[config.mk]
export PLATFORM = sky130hd
export DESIGN_NAME = io_event_frontend
export DESIGN_NICKNAME = d
export VERILOG_FILES = /design/src/rtl/io_event_frontend.sv
export SDC_FILE = /design/constraint.sdc
export NUM_CORES = 1
export LEC_CHECK = 0
export CORE_ASPECT_RATIO = 1.2
export CORE_MARGIN = 3
export CORE_UTILIZATION = 43
export CTS_CLUSTER_DIAMETER = 80
export CTS_CLUSTER_SIZE = 30
export DETAILED_ROUTE_END_ITERATION = 6
export MAX_ROUTING_LAYER = met4
export PLACE_DENSITY = 0.73
export SKIP_LAST_GASP = 1
export SLEW_MARGIN = 20
export SYNTH_ARGS = -nofsm -noshare
export SYNTH_HDL_FRONTEND = slang
export SYNTH_SLANG_ARGS = --single-unit
[constraint.sdc]
create_clock -name clk -period 1.5 [get_ports clk]
set_input_delay 0.15 -clock clk [delete_from_list [all_inputs] [get_ports clk]]
set_output_delay 0.15 -clock clk [all_outputs]
set_load 0.01 [all_outputs]
[src/rtl/io_event_frontend.sv]
`default_nettype none
`timescale 1ns/1ps
// ============================================================================
// Module   : io_event_frontend
// Brief    : Synchronizes board reset/interrupt/input-strobe events and drives
//            the processor's reset_signal, intr_signal and in_port.
// Revision : 1.0 - initial release
// ============================================================================
module io_event_frontend #(
    parameter int SYNC_STAGES      = 2,
    parameter int RST_PULSE_CYCLES = 1,
    parameter int INTR_GUARD       = 8,
    parameter int DATA_W           = 8
) (
    input  logic              clk,
    input  logic              rst,
    input  logic              ext_reset_req,
    input  logic              ext_intr_req,
    input  logic              intr_enable,
    input  logic              ext_in_valid,
    input  logic [DATA_W-1:0] ext_in_data,
    output logic              reset_signal,
    output logic              intr_signal,
    output logic [DATA_W-1:0] in_port,
    output logic              intr_pending,
    output logic              intr_overrun,
    output logic              guard_busy
);
    localparam int c_CNT_MAX = (RST_PULSE_CYCLES > INTR_GUARD) ? RST_PULSE_CYCLES : INTR_GUARD;
    localparam int c_CNT_W   = $clog2(c_CNT_MAX + 1);
    localparam logic [c_CNT_W-1:0] c_RST_LOAD   = c_CNT_W'(RST_PULSE_CYCLES - 1);
    localparam logic [c_CNT_W-1:0] c_GUARD_LOAD = c_CNT_W'(INTR_GUARD - 1);
    localparam logic [c_CNT_W-1:0] c_CNT_ONE    = c_CNT_W'(1);

    typedef enum logic [1:0] {
        ST_IDLE        = 2'd0,
        ST_RESET_PULSE = 2'd1,
        ST_INTR_PULSE  = 2'd2,
        ST_GUARD       = 2'd3
    } state_t;

    // Bit order in every sync stage: {reset, intr, valid}
    logic [SYNC_STAGES-1:0][2:0] r_sync;
    logic [2:0]                  r_prev;
    logic [2:0]                  w_sync;
    logic [2:0]                  w_rise;
    logic                        w_reset_rise;
    logic                        w_valid_rise;
    logic                        w_intr_req;
    logic                        w_issue;
    state_t                      r_state;
    logic [c_CNT_W-1:0]          r_cnt;

    assign w_sync       = r_sync[SYNC_STAGES-1];
    assign w_rise       = w_sync & ~r_prev;
    assign w_reset_rise = w_rise[2];
    assign w_valid_rise = w_rise[0];
    assign w_intr_req   = w_rise[1] & intr_enable & (r_state != ST_RESET_PULSE);

    // Pending request is consumed on this edge (IDLE, or GUARD expiring)
    assign w_issue = intr_pending &
                     ((r_state == ST_IDLE) || ((r_state == ST_GUARD) && (r_cnt == '0)));

    always_ff @(posedge clk) begin
        if (rst) begin
            r_sync <= '0;
            r_prev <= '0;
        end else begin
            r_sync <= {r_sync[SYNC_STAGES-2:0], {ext_reset_req, ext_intr_req, ext_in_valid}};
            r_prev <= w_sync;
        end
    end

    always_ff @(posedge clk) begin
        if (rst) begin
            in_port <= '0;
        end else if (w_valid_rise) begin
            in_port <= ext_in_data;
        end
    end

    always_ff @(posedge clk) begin
        if (rst) begin
            r_state      <= ST_IDLE;
            r_cnt        <= '0;
            reset_signal <= 1'b0;
            intr_signal  <= 1'b0;
            guard_busy   <= 1'b0;
            intr_pending <= 1'b0;
            intr_overrun <= 1'b0;
        end else if (w_reset_rise) begin
            r_state      <= ST_RESET_PULSE;
            r_cnt        <= c_RST_LOAD;
            reset_signal <= 1'b1;
            intr_signal  <= 1'b0;
            guard_busy   <= 1'b0;
            intr_pending <= 1'b0;
        end else begin
            reset_signal <= 1'b0;
            intr_signal  <= 1'b0;
            guard_busy   <= 1'b0;
            // Depth-one request latch; an edge landing on a consuming cycle is kept
            intr_pending <= (intr_pending & ~w_issue) | w_intr_req;
            if (w_intr_req && intr_pending && !w_issue) begin
                intr_overrun <= 1'b1;
            end
            case (r_state)
                ST_RESET_PULSE: begin
                    if (r_cnt == '0) begin
                        r_state <= ST_IDLE;
                    end else begin
                        r_cnt        <= r_cnt - c_CNT_ONE;
                        reset_signal <= 1'b1;
                    end
                end
                ST_IDLE: begin
                    if (intr_pending) begin
                        r_state     <= ST_INTR_PULSE;
                        intr_signal <= 1'b1;
                    end
                end
                ST_INTR_PULSE: begin
                    r_state    <= ST_GUARD;
                    r_cnt      <= c_GUARD_LOAD;
                    guard_busy <= 1'b1;
                end
                ST_GUARD: begin
                    if (r_cnt != '0) begin
                        r_cnt      <= r_cnt - c_CNT_ONE;
                        guard_busy <= 1'b1;
                    end else if (intr_pending) begin
                        // Skip the idle cycle so issue spacing is exactly INTR_GUARD+1
                        r_state     <= ST_INTR_PULSE;
                        intr_signal <= 1'b1;
                    end else begin
                        r_state <= ST_IDLE;
                    end
                end
                default: begin
                    r_state <= ST_IDLE;
                end
            endcase
        end
    end

endmodule
`default_nettype wire

**Word level (Yosys, flattened, before mapping)**

Index checks and enable logic that the tools add are counted.

- Flip-flop bits (word level): 28
- Input port bits: 14
- Output and inout port bits: 13
- Word-level logic and storage cells: 65

- Add/sub/neg operators: 1
- Eq/ne operators: 12
- Mux-type cells: 17
- Bitwise gates (word level): 9
- Reduce and logical (&&, ||, !) cells: 14

Operators with widths:

| operator | number |
|---|---|
| 4-bit case mux with 3 select lines | 1 |
| 3-bit inequality test (second input constant) | 3 |
| 3-bit AND reduction | 3 |
| 2-bit 2-to-1 mux | 4 |
| 4-bit 2-to-1 mux | 2 |
| 2-bit inequality test (second input constant) | 4 |
| 2-bit case mux with 4 select lines | 1 |
| 1-bit 2-to-1 mux | 7 |
| 1-bit bitwise AND | 4 |
| 2-bit == test (second input constant) | 2 |
| 4-bit logical NOT | 1 |
| 2-bit by 1-bit inequality test with 1-bit output (second input constant) | 2 |
| 1-bit case mux with 2 select lines | 2 |
| 4-bit nonzero test | 1 |
| 4-bit by 1-bit subtractor with 4-bit output (second input constant) | 1 |
| 3-bit bitwise AND | 1 |
| 1-bit logical AND | 3 |
| 3-bit NOT | 1 |
| 3-bit nonzero test | 1 |
| 2-bit by 1-bit == test with 1-bit output (second input constant) | 1 |
| 2-bit logical NOT | 1 |
| 1-bit NOT | 2 |
| 2-bit AND reduction | 1 |
| 2-bit OR reduction | 1 |
| other kinds (3) | 3 |

**Longest topological paths before layout**

- Depth in word-level cells: 7
- Depth in mapped cells: 5
- Mapped depth without buffers: 5

**Worst setup path after synthesis**

OpenSTA, ideal clock, no wires.

- Kind: register to register
- From: reg r_state[0]
- To: reg r_state[1]
- Library setup time: 92 ps
- Arrival time: 1333 ps
- Required time: 1408 ps
- Setup slack: 75 ps
- Cell stages (with the launch flop): 6
- Path buffers: 0
- Period minus slack after synthesis: 1425 ps
- Cell sequence: dfxtp_1 -> inv_1 -> ha_1 -> nor2b_1 -> or4_1 -> o32ai_1

- Cells in the longest elaborated chain, start to end: 3
- Elaborated cells on any way between the ends: 9
- Classes of those cells: 6 x eq/ne; 1 x mux; 2 x reduce/logical

Ends and longest elaborated chain:

| what | RTL line | text |
|---|---|---|
| start, declared | 51 | `state_t r_state;` |
| start signal, assigned | 84 | `r_state <= ST_IDLE;` |
| start signal, assigned | 92 | `r_state <= ST_RESET_PULSE;` |
| start signal, assigned | 110 | `r_state <= ST_IDLE;` |
| 2-bit by 1-bit == test with 1-bit output, or another cell as far along | 107 | `case (r_state)` |
| 2-bit inequality test (no source line) | - |  |
| 3-bit AND reduction (no source line) | - |  |

Parallel ways exist; a longest one is shown, timed or not.
A chain may end at the register's enable or synchronous reset.

**Worst setup path in the final report**

- From: reg r_cnt[0]
- To: reg intr_overrun

- Cells in the longest elaborated chain, start to end: 7

Ends and longest elaborated chain:

| what | RTL line | text |
|---|---|---|
| start, declared | 52 | `logic [c_CNT_W-1:0] r_cnt;` |
| start signal, assigned | 93 | `r_cnt <= c_RST_LOAD;` |
| start signal, assigned | 112 | `r_cnt <= r_cnt - c_CNT_ONE;` |
| start signal, assigned | 124 | `r_cnt <= c_GUARD_LOAD;` |
| 4-bit logical NOT | 62 | `((r_state == ST_IDLE) \|\| ((r_state == ST_GUARD) && (r_cnt == '0)));` |
| 1-bit logical AND | 62 |  |
| 1-bit logical OR | 62 |  |
| 1-bit bitwise AND | 61 | `assign w_issue = intr_pending &` |
| 1-bit logical NOT | 104 | `if (w_intr_req && intr_pending && !w_issue) begin` |
| 1-bit logical AND | 104 |  |
| 2-bit AND reduction (no source line) | - |  |
| end signal, assigned | 90 | `intr_overrun <= 1'b0;` |
| end signal, assigned | 105 | `intr_overrun <= 1'b1;` |
| end, declared | 26 | `output logic intr_overrun,` |

Every way passes these cells.

==> results.toml <==
[run_status]
outcome = "completed"

[grt]
grt_max_degree = 15
grt_pass1_wl_mm = 3.97
grt_use_total_pct = 15.7
grt_antenna_before_repair = 0
grt_overflow = 0
grt_pass1_vias = 948

[critical_path]
crit_type = "register to register"
arrival_ps = 1700
critPathLaunchType = "register"
crit_fanout = 6
critPathRequiredTime_ps = 1740
endpoint_kind = "register"

[detailed_routing]
drcViolationCount = 0
via_per_inst = 5.24
detail-route-antenna-nets = 0
wl_mm = 2.36
vias = 949
first_iter_violations = 25
detail_route.wl_per_cell_um = 13.0
dr.pass1.iters = 4

[logic_synthesis]
synth.net_count = 137
synth_compound_area_share_pct = 11.3
syn_area_sq_um = 1140
async_flop_share_pct = 0
synth_xor_area_share_pct = 0
ys_seq_area_share_pct = 49.1
synth_top_family_by_area = "simple AND/OR/NAND/NOR gates"
synth_cell_types = 32
yosys_most_used_dff = "dfxtp_1"
synth_edf_count = 0
syn_avg_cell_area_sq_um = 9.67
synthAdderAreaFrac_pct = 5.48
syn_inst = 118
synth_top_area_share_pct = 49.1
netlist.top_cell.by_area = "dfxtp_1"
synth_warnings = 0
synth_mux_area_share_pct = 7.02
synth.area.top_cells = "dfxtp_1, mux2i_1, nor2b_1"
synth_seq_cells = 28
yosys.area_share.simple_pct = 22.0

[timing]
worst_pin_slew_ps = 372
drv_slew = 0
fin_crit_ps = 1460
setup_viol = 0
tns_ps = 0
fmax_ghz = 0.686
final.setup_skew_ps = 18.9
fin_crit_sh_pct = 97.1
finalHoldViolCount = 0
grt_setup_unrepaired = "yes"
relSlewSlack_pct = 75.2

[placed_design]
gp_congestion = 0.870
hpwlAfterDp_mm = 1.73
port_buffers = 26

[layout]
diodes = 0
layout_common_cells = "clkdlybuf4s50_1, dfxtp_1, nor2_1"
layout-drive-gt1-share_pct = 14.0
postLayoutCoreUtil_pct = 63.6
nNetsFinal = 171
layout_commonest_cell = "clkdlybuf4s50_1"
syn_to_final_growth_pct = 33.8

[clock_tree]
cts_buffers = 3
path_clk_slew_ps = 150
clockBufferDepth = 2
cts_hold_buf = 0
cts_tree = "done"
cts_num_sinks = 28
clock_latency_ps = 320
cts_root_buf = "clkbuf_4"
cts-htree-levels = 1

[pwr]
leakage_nw = 0.571
ir_worst_vdd_v = 0.000952
powerDensity_nw_per_um2 = 1350

[floorplanning]
start_util_pct = 47.5
die-width_um = 53.0
die_h_um = 62.4
row_count = 19
core_sq_um = 2400
die-area_sq_um = 3310
io_pins = 27

[min_path]
min_path_type = "primary input to register"

[run]
drv_cap = 0
-- repair_timing --
item	in CTS	in global routing
setup endpoints to repair	2	8
buffers inserted	0	1
pin swaps	0	0
endpoints found under the hold margin	0	0
resized for setup	2	9
-- report_power, final --
group / switching [mW] / leakage [nW] / internal [mW]
clock: 0.202 / 0.0138 / 0.0939
sequential: 0.103 / 0.231 / 0.845
combinational: 0.397 / 0.326 / 0.415
total: 0.701 / 0.571 / 1.35
-- state kept, by name, indices dropped and copies added (netlist names), 2 cells and up --
| register | count |
|---|---|
| r_sync | 3 |
| r_state | 2 |
| w_sync | 3 |
| r_prev | 3 |
| in_port | 8 |
| r_cnt | 4 |
-- stage by stage --
| step | hold slack, ps | std cells | total power [mW] | setup slack [ps] | cell area (sq um) |
|---|---|---|---|---|---|
| finish | 378 | 181 | 2.05 | 42.8 | 1530 |
| global route | 354 | 181 | 2.20 | -4.32 | 1530 |
| CTS | 364 | 180 | 1.97 | -9.43 | 1490 |
| detailed placement | 429 | 177 | 1.67 | -30.2 | 1470 |
| global placement | 420 | 177 | 1.63 | 75.4 | 1470 |
| floorplan | 278 | 118 | 1.44 | 74.8 | 1140 |
-- path summary, 6_finish.rpt --
kind	startpoint	end	slack [ps]	cells after the start
max	r_cnt[0]$_SDFFE_PP0P_	intr_overrun$_SDFFE_PP0P_	40	5
min	ext_reset_req	r_sync[2]$_SDFF_PP0_	380	2
max reg2reg	r_cnt[0]$_SDFFE_PP0P_	intr_overrun$_SDFFE_PP0P_	40	5
min reg2reg	r_sync[0]$_SDFF_PP0_	w_sync[0]$_SDFF_PP0_	450	1
-- metal layers --
layer  share of wire [%]  up-vias  wire length, um  GRT usage, %
met5                   0        -                0             -
met4                0.89        0               21          7.67
met3                 6.0        2              141          2.39
met2                  49       38             1150          24.4
met1                  44      437             1050          19.4
li1                    -      472                -             -
-- cell families (layout without fill, tap and decap cells) --
group,after synthesis,in the layout
compound gates,19,19
fa+ha+maj,5,5
buf+inv,13,45
flops,28,28
mux,8,8
simple gates,45,45
-- area by class of cell --
type / count / area [sq um]
fill: 206 / 875
sequential: 28 / 572
multi-input combinational: 77 / 543
timing repair buffer: 34 / 320
tap: 31 / 38.8
inverter: 8 / 30.0
clock buffer: 3 / 22.5
-- critical path: stages, from the launching register on --
cell and delay (ps):
dfxtp_2 380, inv_1 60, ha_2 210, nor3b_4 180, a211o_1 320, o32ai_1 220
-- cells in the mapped netlist (3+ instances only) --
master / number
clkbuf_1: 3
mux2i_1: 8
a31oi_1: 3
nor2b_1: 12
nor3_1: 3
a21oi_1: 7
ha_1: 5
nor2_1: 15
dfxtp_1: 28
inv_1: 8
Power figures use the tool's default switching activity.
